===== config.mk =====
export PLATFORM = sky130hd
export DESIGN_NAME = rv32v_rf_wb_arbiter
export DESIGN_NICKNAME = d
export VERILOG_FILES = /design/src/rtl/rv32v_rf_wb_arbiter.sv
export SDC_FILE = /design/constraint.sdc
export NUM_CORES = 1
export LEC_CHECK = 0
export BUFFER_PORTS_ARGS = -buffer_cell sky130_fd_sc_hd__buf_2
export CAP_MARGIN = 10
export CORE_ASPECT_RATIO = 0.6
export CORE_UTILIZATION = 45
export CTS_CLUSTER_SIZE = 30
export DETAILED_ROUTE_END_ITERATION = 12
export GPL_ROUTABILITY_DRIVEN = 1
export PLACE_DENSITY = 0.83
export SETUP_SLACK_MARGIN = 0.15
export SLEW_MARGIN = 30
export SYNTH_ARGS = -nofsm -noshare
export SYNTH_HDL_FRONTEND = slang
export SYNTH_SLANG_ARGS = --single-unit

===== constraint.sdc =====
create_clock -name CLK -period 8.5 [get_ports CLK]
set_input_delay 1.7 -clock CLK [delete_from_list [all_inputs] [get_ports CLK]]
set_output_delay 1.7 -clock CLK [all_outputs]
set_load 0.05 [all_outputs]

===== src/rtl/rv32v_rf_wb_arbiter.sv =====
// rv32v_rf_wb_arbiter
//   Round-robin arbiter that shares the vector register file write port
//   among NUM_REQ writeback requesters. A multi-beat burst locks the grant
//   to one requester until its last beat is accepted. The write port outputs
//   are registered, so a beat appears at the register file one cycle after
//   it is accepted.
//
// Ports
//   CLK, nRST        clock, asynchronous active-low reset
//   req_valid[i]     requester i has a beat
//   req_ready[i]     beat of requester i accepted (with req_valid[i])
//   req_last[i]      beat is the final beat of the burst
//   req_rd           packed 5-bit destination register per requester
//   req_wdata        packed NUM_LANES*32-bit data per requester
//   req_wen          packed WEN_WIDTH-bit write mask per requester
//   rf_w_data        registered write data to the register file
//   rf_rd            registered destination register
//   rf_wen           registered write enable; zero means no write
//   grant_idx        index of the last accepted requester
//   busy             high while a burst is locked
module rv32v_rf_wb_arbiter #(
    parameter int unsigned NUM_REQ   = 3,
    parameter int unsigned NUM_LANES = 2,
    parameter int unsigned WEN_WIDTH = 4,
    localparam int unsigned IDX_W    = $clog2(NUM_REQ)
) (
    input  logic                              CLK,
    input  logic                              nRST,
    input  logic [NUM_REQ-1:0]                req_valid,
    output logic [NUM_REQ-1:0]                req_ready,
    input  logic [NUM_REQ-1:0]                req_last,
    input  logic [NUM_REQ*5-1:0]              req_rd,
    input  logic [NUM_REQ*NUM_LANES*32-1:0]   req_wdata,
    input  logic [NUM_REQ*WEN_WIDTH-1:0]      req_wen,
    output logic [NUM_LANES*32-1:0]           rf_w_data,
    output logic [4:0]                        rf_rd,
    output logic [WEN_WIDTH-1:0]              rf_wen,
    output logic [IDX_W-1:0]                  grant_idx,
    output logic                              busy
);

    localparam int unsigned DW = NUM_LANES * 32;

    typedef enum logic {
        ST_IDLE,
        ST_LOCKED
    } state_t;

    state_t                 r_state;
    logic [IDX_W-1:0]       r_owner;
    logic [IDX_W-1:0]       r_rr_ptr;
    logic [DW-1:0]          r_w_data;
    logic [4:0]             r_rd;
    logic [WEN_WIDTH-1:0]   r_wen;
    logic [IDX_W-1:0]       r_grant;
    logic                   r_busy;

    logic [4:0]             w_rd_arr  [NUM_REQ];
    logic [DW-1:0]          w_wd_arr  [NUM_REQ];
    logic [WEN_WIDTH-1:0]   w_wen_arr [NUM_REQ];

    logic                   w_found;
    logic [IDX_W-1:0]       w_winner;
    logic [IDX_W:0]         w_sum;
    logic [IDX_W-1:0]       w_idx;
    logic [IDX_W-1:0]       w_sel;
    logic                   w_sel_ok;
    logic                   w_accept;
    logic                   w_last;
    logic [IDX_W-1:0]       w_next_ptr;

    for (genvar g = 0; g < NUM_REQ; g++) begin : g_unpack
        assign w_rd_arr[g]  = req_rd[g*5 +: 5];
        assign w_wd_arr[g]  = req_wdata[g*DW +: DW];
        assign w_wen_arr[g] = req_wen[g*WEN_WIDTH +: WEN_WIDTH];
    end

    // First valid requester starting at rr_ptr, wrapping modulo NUM_REQ.
    always_comb begin
        w_found  = 1'b0;
        w_winner = '0;
        w_sum    = '0;
        w_idx    = '0;
        for (int unsigned k = 0; k < NUM_REQ; k++) begin
            w_sum = {1'b0, r_rr_ptr} + (IDX_W+1)'(k);
            if (w_sum >= (IDX_W+1)'(NUM_REQ))
                w_sum = w_sum - (IDX_W+1)'(NUM_REQ);
            w_idx = w_sum[IDX_W-1:0];
            if (!w_found && req_valid[w_idx]) begin
                w_found  = 1'b1;
                w_winner = w_idx;
            end
        end
    end

    // While locked the owner keeps ready even with valid low, so gaps
    // inside a burst never let another requester in.
    always_comb begin
        w_sel      = (r_state == ST_LOCKED) ? r_owner : w_winner;
        w_sel_ok   = (r_state == ST_LOCKED) || w_found;
        req_ready  = w_sel_ok ? (NUM_REQ'(1) << w_sel) : '0;
        w_accept   = w_sel_ok && req_valid[w_sel];
        w_last     = req_last[w_sel];
        w_next_ptr = (w_sel == IDX_W'(NUM_REQ - 1)) ? '0 : w_sel + 1'b1;
    end

    always_ff @(posedge CLK or negedge nRST) begin
        if (!nRST) begin
            r_state  <= ST_IDLE;
            r_owner  <= '0;
            r_rr_ptr <= '0;
            r_w_data <= '0;
            r_rd     <= '0;
            r_wen    <= '0;
            r_grant  <= '0;
            r_busy   <= 1'b0;
        end else begin
            r_wen <= '0;
            if (w_accept) begin
                r_w_data <= w_wd_arr[w_sel];
                r_rd     <= w_rd_arr[w_sel];
                r_wen    <= w_wen_arr[w_sel];
                r_grant  <= w_sel;
                if (w_last) begin
                    r_state  <= ST_IDLE;
                    r_busy   <= 1'b0;
                    r_rr_ptr <= w_next_ptr;
                end else begin
                    r_state  <= ST_LOCKED;
                    r_owner  <= w_sel;
                    r_busy   <= 1'b1;
                end
            end
        end
    end

    assign rf_w_data = r_w_data;
    assign rf_rd     = r_rd;
    assign rf_wen    = r_wen;
    assign grant_idx = r_grant;
    assign busy      = r_busy;

endmodule


==> flow_metrics.tcl, run 1 <==
set metrics [dict create \
    slew_viol_final 0 \
    clk_pin_slew_worst_paths_ns 0.05 \
    antenna_found_initial 0 \
    ant_nets 0 \
    drc_errors 0 \
    ir_worst_vdd_uv 495 \
    synth_flop_cell "dfrtp_1" \
    numCtsBuffers 9 \
    postCtsResizedCells 0 \
    dp_slack_ns 2.85 \
    routedWlPerCell_um 17.0 \
    syn_nets 708 \
    synth.largest_area_cell "dfrtp_1" \
    cp.depth 7 \
    vias 4908 \
    worstPathCellList "buf_2, mux2_4, mux2_2, or4_1, a32o_4, and2_1, buf_2" \
    synth_edf_count 0 \
    finalHoldViolations 0 \
    initial_core_util_pct 47.5 \
    cts_setup_buffers 0 \
    maxUsedRoutingLayer "met4" \
    cp_data_arrival_time_ns 3.96 \
    fin_crit_sh_pct 66.6 \
    power.leakage_nw 3.38 \
    p_per_area_nw_per_um2 506 \
    utilization_pct 64.2 \
    drt_wl_total_um 15300 \
    reg2reg_depth 11 \
    grt_pass1_wl_um 24500 \
    status "finished, final reports clean" \
    yosysTopAreaCellShare_pct 39.0 \
    synthTopCellsByArea "dfrtp_1 (39%), nor2_1 (11%), mux2_4 (11%)" \
    hpwl_um 11300 \
    crit_path_top_delay_cell "or4_1" \
    worstSetupStartpointType "primary input" \
    cp.required_ns 6.80 \
    rsz0062_at_grt "false" \
    num-fill-cells 885 \
    cpMostUsedCell "buf_2" \
    crit_buf_inv 2 \
    crit_fanout 44 \
    cts_tree "yes" \
    drtPass1Iterations 4 \
    crit_type "in -> out" \
    final_area_um2 6950 \
    final-setup-viol-count 0 \
    synth_warnings 0 \
    portBuffers 305 \
    clock_latency_ns 0.32 \
    die_h_um 84.7 \
    yosysSeqAreaShare_pct 39.0 \
    fin_ws_ns 2.84 \
    crit_family "simple AND/OR/NAND/NOR gates" \
    core.rowCount 29 \
    syn_inst 477 \
    place_area_um2 6630 \
    die-area_um2 11900 \
    track_usage_pct 26.2 \
    critical-path-max-stage-delay_ns 0.54 \
    clockRootBuffer "clkbuf_16" \
    wl_met3_um 892 \
    htree_levels 3 \
    gr-total-overflow 0 \
    antenna_cells 0 \
    cts_hold_buffers 0 \
    hold_class "reg -> reg" \
    fin_nets 988 \
    tns_ns 0 \
    maxCapViolCount 0 \
    ys_ff_latch 80 \
    fin_skew_ns 0.00632 \
    avgSynthCellArea_um2 10.8 \
    min_path_cells 2 \
    drt-met1-wl_um 6170 \
    relSlewSlack_pct 47.4 \
    grt_pass1_vias 4962 \
    wl_met2_um 8030 \
    floorplan.die.width_um 140 \
    core_um2 10800 \
    ios 306 \
    async_flop_share_pct 100 \
    drive_gt1_share_pct 58.0 \
    area_delta_synth_final_pct 35.3 \
    finalCriticalPeriod_ns 5.66 \
    synth.distinct_cells 41 \
    place.gp.congestion 0.958 \
    cp-end-kind "output pin" \
    grt_max_degree 81 \
    vias_per_cell 5.45 \
    tightest_slew_ns 0.783 \
    synth_area_um2 5130 \
    ctsLongestPathBuffers 2 \
    cts_sinks 80 \
    max_freq_mhz 177 \
    drt_iter0_drc 190 \
]
-- final timing paths --
path,from,endpoint,slack (ns)
worst max-delay path,req_valid[0],req_ready[1],2.84
worst min-delay path,grant_idx[0],grant_idx[0],0.48
worst max register to register,r_rr_ptr[1],r_rr_ptr[0],4.06
worst min register to register,grant_idx[0],grant_idx[0],0.48
max in group asynchronous,nRST,rf_w_data[0],6.58
min in group asynchronous,nRST,rf_w_data[5],1.40
-- cell usage in the layout, fill, tap and decap left out, types with 2 or more instances in the layout --
master      count
a221oi_1       35
nand2_1         7
mux2_2         35
a21oi_1         6
o21ai_0         2
nor2b_1         3
a221oi_2       35
mux2_1          4
inv_1           7
mux2i_1         7
clkbuf_16       9
clkbuf_1        2
buf_6           3
clkinvlp_4      3
nor3_1          3
o22ai_1         2
buf_4           2
buf_2         304
mux2_4         36
dfrtp_1        80
ha_1            4
clkinv_2        2
nor2_1        148
-- per-layer routing --
| layer | vias up | track usage, % |
|---|---|---|
| met3 | 20 | 5.02 |
| met1 | 2391 | 31.3 |
| met4 | 0 | 6.89 |
| met2 | 192 | 48.3 |
| met5 | - | 0 |
| li1 | 2305 | - |
-- worst register-to-register path, delay by kind of cell (launching register included) --
family	cells	cell delay (ns)
mux	4	1.34
compound gates	3	1.01
buf+inv	2	0.74
simple gates	1	0.54
flops	1	0.42
fa+ha+maj	1	0.28
-- synthesized netlist by cell type, drive strengths merged (2+ instances only) --
cell type  count
clkbuf        15
nor2b          3
nor3           4
mux2          75
o21ai          3
mux2i          8
dfrtp         80
o22ai          2
ha             4
nand2          7
inv            8
nor2         149
buf           26
a221oi        70
a21oi          6
-- state kept, by name, indices dropped and copies added (netlist names) --
signal     count
busy           1
grant_idx      2
r_owner        2
r_rr_ptr       2
rf_rd          5
rf_w_data     64
rf_wen         4
-- cell families after synthesis --
family | Yosys count | synth area share, %
DFF | 80 | 39.0
and+or+nand+nor | 172 | 13.9
AOI/OAI and AO/OA | 89 | 19.3
buffers and inverters | 49 | 5.88
muxes | 83 | 20.9
adders and majority gates | 4 | 0.975
-- per-stage QoR --
stage,std cells,power [mW],hold WS (ns)
2_1_floorplan,477,2.69,0.458
3_3_place_gp,884,3.05,0.463
3_5_place_dp,884,3.15,0.469
4_1_cts,900,3.53,0.482
5_1_grt,901,3.74,0.508
6_report,901,3.52,0.483
-- power breakdown --
| group | internal (mW) | switching, mW |
|---|---|---|
| Clock | 0.227 | 0.145 |
| Combinational | 0.811 | 1.64 |
| Sequential | 0.587 | 0.107 |
| Total | 1.63 | 1.89 |
-- layout make-up --
cell class / instances / area [um^2] / area share [%]
multi-input cells: 348 / 2860 / 41.2
inverters: 8 / 31.3 / 0.450
clock buffers: 11 / 233 / 3.35
well taps: 139 / 174 / 2.50
flip-flops and latches: 80 / 2000 / 28.8
clock inverters: 5 / 57.6 / 0.829
repair buffers: 310 / 1590 / 22.9
Note: power is estimated with default switching activity, not from simulation.
==> run 2, diff against run 1 <==
--- a/config.mk
+++ b/config.mk
@@ -8,11 +8,11 @@
 export BUFFER_PORTS_ARGS = -buffer_cell sky130_fd_sc_hd__buf_2
 export CAP_MARGIN = 10
 export CORE_ASPECT_RATIO = 0.6
-export CORE_UTILIZATION = 45
+export CORE_UTILIZATION = 40
 export CTS_CLUSTER_SIZE = 30
 export DETAILED_ROUTE_END_ITERATION = 12
 export GPL_ROUTABILITY_DRIVEN = 1
-export PLACE_DENSITY = 0.83
+export PLACE_DENSITY = 0.78
 export SETUP_SLACK_MARGIN = 0.15
 export SLEW_MARGIN = 30
 export SYNTH_ARGS = -nofsm -noshare
==> constraint.sdc (replaced) <==
create_clock -name CLK -period 4.6 [get_ports CLK]
set_input_delay 0.92 -clock CLK [delete_from_list [all_inputs] [get_ports CLK]]
set_output_delay 0.92 -clock CLK [all_outputs]
set_load 0.05 [all_outputs]
==> run 2 against run 1 <==
Against the previous run:
- combinational power grew 85%
- hold slack lost 0.0091 ns
- design area increased by 0.94%
- sequential cell count unchanged
- largest power group unchanged
==> flow_metrics.tcl, run 2 (synthesis gave the netlist of run 1 again) <==
set metrics [dict create \
    status "finished, final reports clean" \
    ant_nets 0 \
    power.leakage_nw 3.41 \
    num-fill-cells 1130 \
    largest_reg_flops 64 \
    tns_ns 0 \
    crit_family "multiplexers" \
    critical-path-max-stage-delay_ns 0.42 \
    antenna_cells 0 \
    floorplan.die.width_um 148 \
    vias_per_cell 5.10 \
    rsz0062_at_grt "false" \
    drt_wl_total_um 15100 \
    hold_class "reg -> reg" \
    vias 4759 \
    area_delta_synth_final_pct 36.6 \
    finalHoldViolations 0 \
    numCtsBuffers 9 \
    reg2reg_depth 10 \
    final_common_cell "buf_2" \
    grt_max_degree 81 \
    clock_latency_ns 0.33 \
    final-setup-viol-count 0 \
    fin_skew_ns 0.00989 \
    slew_viol_final 0 \
    cp_data_arrival_time_ns 3.12 \
    finalCriticalPeriod_ns 4.04 \
    cp.depth 9 \
    crit_fanout 4 \
    crit_buf_inv 3 \
    fin_crit_sh_pct 87.9 \
    p_per_area_nw_per_um2 927 \
    cts_setup_buffers 0 \
    place.gp.congestion 0.836 \
    drc_errors 0 \
    ir_worst_vdd_uv 590 \
    ios 306 \
    grt.busiest_layer "met2" \
    cts_sinks 80 \
    core_um2 12300 \
    crit_path_top_delay_cell "dfrtp_1" \
    drive_gt1_share_pct 58.4 \
    core.rowCount 31 \
    grt_pass1_vias 4665 \
    worstPathCellList "inv_1, ha_1, mux2_4, mux2_2, or3_1, a21oi_1, o22ai_1, clkinv_2, buf_2" \
    track_usage_pct 22.6 \
    postCtsResizedCells 0 \
    grt_util_met2_pct 38.7 \
    grt_pass1_wl_um 23900 \
    finalPower_mw 6.50 \
    grtUsageMet3_pct 6.24 \
    cts_tree "yes" \
    final_cell_mix "buf_2 (304), nor2_1 (148), dfrtp_1 (80)" \
    cp-end-kind "output pin" \
    gr-total-overflow 0 \
    clk_pin_slew_worst_paths_ns 0.06 \
    die-area_um2 13300 \
    cts_hold_buffers 0 \
    clockRootBuffer "clkbuf_16" \
    min_path_cells 2 \
    cp.required_ns 3.68 \
    portBuffers 305 \
    htree_levels 3 \
    drtPass1Iterations 4 \
    tightest_slew_ns 0.739 \
    die_h_um 89.7 \
    drt_iter0_drc 177 \
    relSlewSlack_pct 50.7 \
    initial_core_util_pct 41.7 \
    worstSetupStartpointType "flip-flop" \
    antenna_found_initial 1 \
    crit_type "reg -> out" \
    fin_nets 995 \
    maxCapViolCount 0 \
    ctsLongestPathBuffers 2 \
    max_freq_mhz 247 \
    routedWlPerCell_um 16.2 \
    hpwl_um 11400 \
    use_met1_pct 28.6 \
]
[run 2: cell types whose count changed in the layout (fill, tap and decap cells not counted), sizes merged]
| cell | delta |
|---|---|
| buf | +7 |
[run 2: worst min-delay path: stages, from the launching register on]
cell	delay, ns
dfrtp_1	0.34
nand2_1	0.05
nand2_1	0.05
[run 2: where the power goes]
group | switching, mW | total (mW) | leakage, nW | internal [mW]
clock | 0.277 | 0.697 | 0.132 | 0.420
combinational | 3.02 | 4.53 | 2.37 | 1.52
sequential | 0.188 | 1.27 | 0.911 | 1.08
total | 3.48 | 6.50 | 3.41 | 3.02
[run 2: area by class of cell]
class	count	area (um^2)	area share (%)
Inverter	8	31.3	0.446
Multi-Input combinational cell	348	2860	40.8
Clock inverter	5	57.6	0.821
Timing Repair Buffer	317	1620	23.1
Clock buffer	11	233	3.32
Tap cell	165	206	2.94
Sequential cell	80	2000	28.6
[run 2: path summary, 6_finish.rpt]
check | startpoint | to | slack [ns]
max | r_rr_ptr[1] | req_ready[2] | 0.56
min | grant_idx[0] | grant_idx[0] | 0.47
max reg2reg | r_rr_ptr[1] | r_rr_ptr[0] | 0.87
min reg2reg | grant_idx[0] | grant_idx[0] | 0.47
max in group asynchronous | nRST | r_rr_ptr[0] | 3.46
min in group asynchronous | nRST | rf_w_data[7] | 0.63
[run 2: per-layer routing]
layer  up-vias  share of wire [%]  routed length (um)
li1       2315                  -                   -
met1      2258                 44                6630
met2       174                 48                7340
met3        10                7.1                1070
met4         2               0.61                  92
met5         -              0.086                  13
[run 2: per-stage QoR]
step | setup WS [ns] | utilization [%] | instances | hold WS, ns | cell area [um^2]
floorplan | 0.409 | - | 477 | 0.458 | 5130
global placement | 0.676 | 54.6 | 918 | 0.449 | 6720
detailed placement | 0.600 | 54.7 | 918 | 0.467 | 6720
CTS | 0.587 | 57.0 | 934 | 0.480 | 7010
global route | 0.398 | 57.0 | 934 | 0.508 | 7010
finish | 0.558 | 57.0 | 934 | 0.474 | 7010
